===== src/rtl/prf_freelist.sv =====
// prf_freelist
//   Checkpointed physical-register free list for the superscalar rename stage.
//   Holds a speculative free bitmap (rename allocations + retirement frees)
//   and an architectural free bitmap (commits + frees).  Squash copies the
//   architectural view, including that cycle's commit/free, into the
//   speculative one.  Up to WAYS free tags are offered to rename each cycle,
//   lowest index first.
//
// Ports
//   clock        system clock
//   reset        synchronous, active-high
//   avail_tag    WAYS*TW  slot k = k-th lowest free tag in the spec bitmap
//   avail_valid  WAYS     slot k holds a real free tag (thermometer)
//   alloc_en     WAYS     rename consumes avail_tag slot k this cycle
//   commit_en    WAYS     retirement lane k commits a new mapping
//   commit_tag   WAYS*TW  tag becoming architectural
//   free_en      WAYS     retirement lane k releases the previous mapping
//   free_tag     WAYS*TW  tag returned to the free list
//   squash       1        rollback of spec bitmap to the arch bitmap
//   free_count   registered popcount of the spec bitmap
//   num_avail    min(free_count, WAYS)
//   err          sticky protocol-violation flag
module prf_freelist #(
  parameter  int PRF       = 64,
  parameter  int WAYS      = 3,
  parameter  int ARCH_REGS = 32,
  localparam int TW        = $clog2(PRF),
  localparam int CW        = $clog2(PRF + 1),
  localparam int NW        = $clog2(WAYS + 1)
) (
  input  logic               clock,
  input  logic               reset,
  output logic [WAYS*TW-1:0] avail_tag,
  output logic [WAYS-1:0]    avail_valid,
  input  logic [WAYS-1:0]    alloc_en,
  input  logic [WAYS-1:0]    commit_en,
  input  logic [WAYS*TW-1:0] commit_tag,
  input  logic [WAYS-1:0]    free_en,
  input  logic [WAYS*TW-1:0] free_tag,
  input  logic               squash,
  output logic [CW-1:0]      free_count,
  output logic [NW-1:0]      num_avail,
  output logic               err
);

  function automatic logic [PRF-1:0] init_free_map();
    logic [PRF-1:0] m;
    m = '0;
    for (int unsigned i = ARCH_REGS; i < PRF; i++) m[i] = 1'b1;
    return m;
  endfunction

  localparam logic [PRF-1:0] INIT_FREE  = init_free_map();
  localparam logic [CW-1:0]  INIT_COUNT = CW'(PRF - ARCH_REGS);

  logic [PRF-1:0] spec_free, arch_free;
  logic [PRF-1:0] spec_next, arch_next;
  logic [PRF-1:0] alloc_mask, commit_mask, free_mask;
  logic [CW-1:0]  count_next;
  logic           viol;
  logic [TW-1:0]  slot_tag [WAYS];
  int unsigned    found;

  // Slot selection: walk the spec bitmap upward; the n-th set bit seen
  // lands in slot n.  Validity comes from the registered count, which
  // always equals the bitmap popcount, so the two agree.
  always_comb begin
    found = 0;
    for (int unsigned k = 0; k < WAYS; k++) slot_tag[k] = '0;
    for (int unsigned i = 0; i < PRF; i++) begin
      if (spec_free[i]) begin
        for (int unsigned k = 0; k < WAYS; k++)
          if (found == k) slot_tag[k] = TW'(i);
        found = found + 1;
      end
    end
  end

  always_comb begin
    avail_tag   = '0;
    avail_valid = '0;
    for (int unsigned k = 0; k < WAYS; k++) begin
      avail_tag[k*TW +: TW] = slot_tag[k];
      avail_valid[k]        = (free_count > CW'(k));
    end
    num_avail = (free_count >= CW'(WAYS)) ? NW'(WAYS) : NW'(free_count);
  end

  // Next-state bitmaps.  free_mask is built lane by lane so a later lane
  // sees earlier lanes' bits, which is how duplicate frees are caught.
  always_comb begin
    alloc_mask  = '0;
    commit_mask = '0;
    free_mask   = '0;
    viol        = 1'b0;
    for (int unsigned k = 0; k < WAYS; k++) begin
      if (alloc_en[k]) begin
        if (avail_valid[k]) alloc_mask[slot_tag[k]] = 1'b1;
        else                viol = 1'b1;
      end
      if (commit_en[k]) commit_mask[commit_tag[k*TW +: TW]] = 1'b1;
      if (free_en[k]) begin
        if (arch_free[free_tag[k*TW +: TW]] || free_mask[free_tag[k*TW +: TW]])
          viol = 1'b1;
        free_mask[free_tag[k*TW +: TW]] = 1'b1;
      end
    end
    arch_next = (arch_free & ~commit_mask) | free_mask;
    spec_next = squash ? arch_next : ((spec_free & ~alloc_mask) | free_mask);
    count_next = '0;
    for (int unsigned i = 0; i < PRF; i++)
      count_next = count_next + CW'(spec_next[i]);
  end

  always_ff @(posedge clock) begin
    if (reset) begin
      spec_free  <= INIT_FREE;
      arch_free  <= INIT_FREE;
      free_count <= INIT_COUNT;
      err        <= 1'b0;
    end else begin
      spec_free  <= spec_next;
      arch_free  <= arch_next;
      free_count <= count_next;
      err        <= err | viol;
    end
  end

endmodule


===== config.mk =====
export PLATFORM = sky130hd
export DESIGN_NAME = prf_freelist
export DESIGN_NICKNAME = d
export VERILOG_FILES = /design/src/rtl/prf_freelist.sv
export SDC_FILE = /design/constraint.sdc
export NUM_CORES = 2
export LEC_CHECK = 0
export BUFFER_PORTS_ARGS = -buffer_cell sky130_fd_sc_hd__buf_2
export CAP_MARGIN = 5
export CORE_ASPECT_RATIO = 1.25
export CORE_MARGIN = 1.5
export CORE_UTILIZATION = 40
export CTS_CLUSTER_SIZE = 12
export DETAILED_ROUTE_END_ITERATION = 12
export GPL_TIMING_DRIVEN = 0
export PLACE_DENSITY = 0.59
export SYNTH_ARGS = -nofsm -noshare
export SYNTH_HDL_FRONTEND = slang
export SYNTH_SLANG_ARGS = --single-unit

===== constraint.sdc =====
create_clock -name clock -period 55.2 [get_ports clock]
set_input_delay 0 -clock clock [delete_from_list [all_inputs] [get_ports clock]]
set_output_delay 0 -clock clock [all_outputs]
set_load 0.01 [all_outputs]

==> results.sh <==
export IMPL_cp_slowest_cell="nand3_1"
export IMPL_cts_made_buffers=17
export IMPL_maxSlewHeadroom_pct=5.92
export IMPL_synth_area_um2=39400
export IMPL_place_congestion=1.07
export IMPL_syn_inst=5580
export IMPL_regArea_um2=2720
export IMPL_core_um2=97500
export IMPL_cts_max_path_buffers=2
export IMPL_use_met2_pct=58.7
export IMPL_r2r_end="free_count[5]"
export IMPL_synth_warning_count=0
export IMPL_grt_pass1_wl_mm=276
export IMPL_place_ws_ns=-0.427
export IMPL_min_period_ns=51.75
export IMPL_crit_top_cell="ha_1"
export IMPL_final_nets=6047
export IMPL_fin_skew_ns=0.0107
export IMPL_drc_errors=0
export IMPL_grt_usage_pct=36.0
export IMPL_fmax_ghz=0.0193
export IMPL_ys_seq_elements=136
export IMPL_fillCellCount=10400
export IMPL_grt_max_degree=17
export IMPL_hold_slack_ns=0.110
export IMPL_reg2reg_depth=231
export IMPL_clk_pin_slew_ns=0.07
export IMPL_min_to="arch_free[37]"
export IMPL_grt_met3_usage_pct=6.66
export IMPL_syn_nets=5943
export IMPL_min_path_cells=2
export IMPL_run_status="finished clean"
export IMPL_setup_tns_ns=0
export IMPL_final_period_utilization_pct=93.7
export IMPL_layout_setup_ws_ns=3.45
export IMPL_synth_edff_count=0
export IMPL_drv_slew=0
export IMPL_area_delta_synth_final_pct=7.46
export IMPL_ant_nets=0
export IMPL_grt_overflow=0
export IMPL_clk_latency_ns=0.47
export IMPL_yosys_area_top_type="ha_1"
export IMPL_cts_sinks=136
export IMPL_syn_area_per_cell_um2=7.07
export IMPL_use_met1_pct=44.4
export IMPL_htreeDepth=4
export IMPL_routed_via_density=6.44
export IMPL_die_area_um2=101000
export IMPL_grt_busiest_layer="met2"
export IMPL_start_util_pct=40.4
export IMPL_io_buffer_count=63
export IMPL_cts_tree="built"
export IMPL_crit_required_ns=55.50
export IMPL_wire_per_inst_um=26.9
export IMPL_die_y_um=354
export IMPL_ys_types=138
export IMPL_vias=45000
export IMPL_worst_pin_slew_ns=1.41
export IMPL_dp_hpwl_mm=153
export IMPL_rows=128
export IMPL_start_kind="flip-flop"
export IMPL_max_stage_delay_ns=0.83
export IMPL_stdcell_area_um2=42400
export IMPL_antenna_found_initial=7
export IMPL_synth_top_area_share_pct=8.25
export IMPL_holdCritStartpoint="reset"
export IMPL_cap_violations=0
export IMPL_critical_path_top_delay_family="adder cells"
export IMPL_drt_wl_total_mm=188
export IMPL_root_buffer="clkbuf_16"
export IMPL_critical_path_buf_inv_count=26
export IMPL_placed_cell_area_um2=41500
export IMPL_critPathArrivalTime_ns=52.05
export IMPL_final_layout_size_suffix_gt1_share_pct=8.57
export IMPL_r2r_start="spec_free[2]"
export IMPL_multi_input_area_um2=34700
export IMPL_path_depth=231
export IMPL_synth_area_leaders="ha_1, dfxtp_1, xnor2_1, nand2_1, nor2_1"
export IMPL_grt_pass1_vias=42300
export IMPL_ys_seq_area_share_pct=6.90
export IMPL_crit_type="reg2reg"
export IMPL_fp_dieW_um=284
export IMPL_drtPass1Iterations=9
export IMPL_pin_count=79
export IMPL_hold_class="in2reg"
export IMPL_setup_violations_final=0
export IMPL_synth_flop_cell="dfxtp_1"
export IMPL_r2r_setup_slack_ns=3.45
export IMPL_end_kind="flip-flop"
export IMPL_path_max_fanout=10
export IMPL_async_flop_share_pct=0
export IMPL_drtIter0Drc=4963
export IMPL_final_hold_viol_count=0
-- layer usage --
metal,part of all wire (%),wire length (µm)
met4,7.0,13100
met1,40,75400
met5,0.045,84
met2,45,84300
met3,8.3,15600
-- final cells by class --
cell class              count  area share [%]
diodes                      1         0.00590
plain buffers             249            2.78
clock buffers              19            1.04
clock inverters            13           0.348
inverters                 283            2.51
multi-input cells        4910            81.9
flip-flops and latches    136            6.42
well taps                1300            3.84
repair buffers             87            1.14
-- layout by cell type (no fill, tap or decap), types with 30 or more instances in the layout --
master	instances
xnor2_1	290
o21a_1	41
a22oi_1	53
nor3_1	161
nor4_1	52
inv_1	276
o22ai_1	65
nor2b_1	66
nand2b_1	66
or2_2	45
mux2i_1	67
o221ai_1	30
a211oi_1	51
nor2_1	518
o21ai_0	276
clkbuf_1	170
mux2_2	39
and2_1	102
nand2_1	667
and3_1	97
o211ai_1	53
ha_1	260
dfxtp_1	136
nand3_1	241
buf_2	88
or3_1	90
nand4_1	106
xor2_1	108
or4_1	30
fa_1	54
nor3b_1	33
a22o_1	32
a21oi_1	318
a21o_1	44
o31ai_1	30
buf_4	36
a31oi_1	65
-- synth_stat cells (54+ instances only) --
cell type and instances:
a21oi_1 325, a22oi_1 54, a31oi_1 66, and2_1 102, and3_1 97, clkbuf_1 170, dfxtp_1 136, fa_1 55
ha_1 260, inv_1 276, mux2i_1 69, nand2_1 668, nand2b_1 66, nand3_1 241, nand4_1 106, nor2_1 519
nor2b_1 67, nor3_1 163, nor4_1 58, o21ai_0 283, o22ai_1 65, or3_1 90, xnor2_1 290, xor2_1 108
-- stage by stage --
stage | utilization (%) | std cells
floorplan | - | 5580
global placement | 42.4 | 6943
detailed placement | 42.6 | 6953
CTS | 43.2 | 6985
global route | 43.5 | 6997
finish | 43.5 | 6998
-- sequential cells by signal, indices dropped and copies added, names as in the netlist --
| signal | count |
|---|---|
| arch_free | 64 |
| spec_free | 64 |
| free_count | 7 |
| err | 1 |
-- cell families (layout without fill, tap and decap cells) --
family,Yosys count,count (layout),share of synthesized area [%]
muxes,132,132,4.21
adders and majority gates,320,320,11.2
DFF,136,136,6.90
and+or+nand+nor,2446,2446,31.3
AOI/OAI and AO/OA,1517,1517,26.7
xor gates and xnor gates,495,495,14.0
buffers and inverters,534,651,5.71
other,0,1,0
-- worst register-to-register path, delay by kind of cell (launching register included) --
| kind | cells | cell delay [ns] |
|---|---|---|
| multiplexers | 9 | 2.21 |
| XOR/XNOR | 1 | 0.14 |
| flip-flops | 1 | 0.31 |
| AND/OR/NAND/NOR | 58 | 9.89 |
| adder cells (fa/ha/maj) | 69 | 22.53 |
| buffers and inverters | 26 | 2.83 |
| AO/OA/AOI/OAI | 68 | 13.70 |
-- how the worst max path moves through the flow --
stage                 startpoint  slack [ns]            end
global placement    spec_free[2]       -0.27  free_count[5]
detailed placement  spec_free[2]       -0.43  free_count[5]
floorplan           spec_free[0]        8.15  free_count[5]
finish              spec_free[2]        3.45  free_count[5]
CTS                 spec_free[2]        0.04  free_count[5]
global route        spec_free[2]       -0.01  free_count[5]
-- repair_timing --
item | 4_1_cts | 5_1_grt
hold buffers | 1 | 0
buffers inserted | 0 | 10
endpoints found under the hold margin | 13 | 0
gates resized for setup | 6 | 43
endpoints found under the setup margin | 6 | 7
pin swaps | 0 | 3
Power is not shown: default switching activity piles up to over one toggle a cycle in this logic, so the estimate is an artifact.
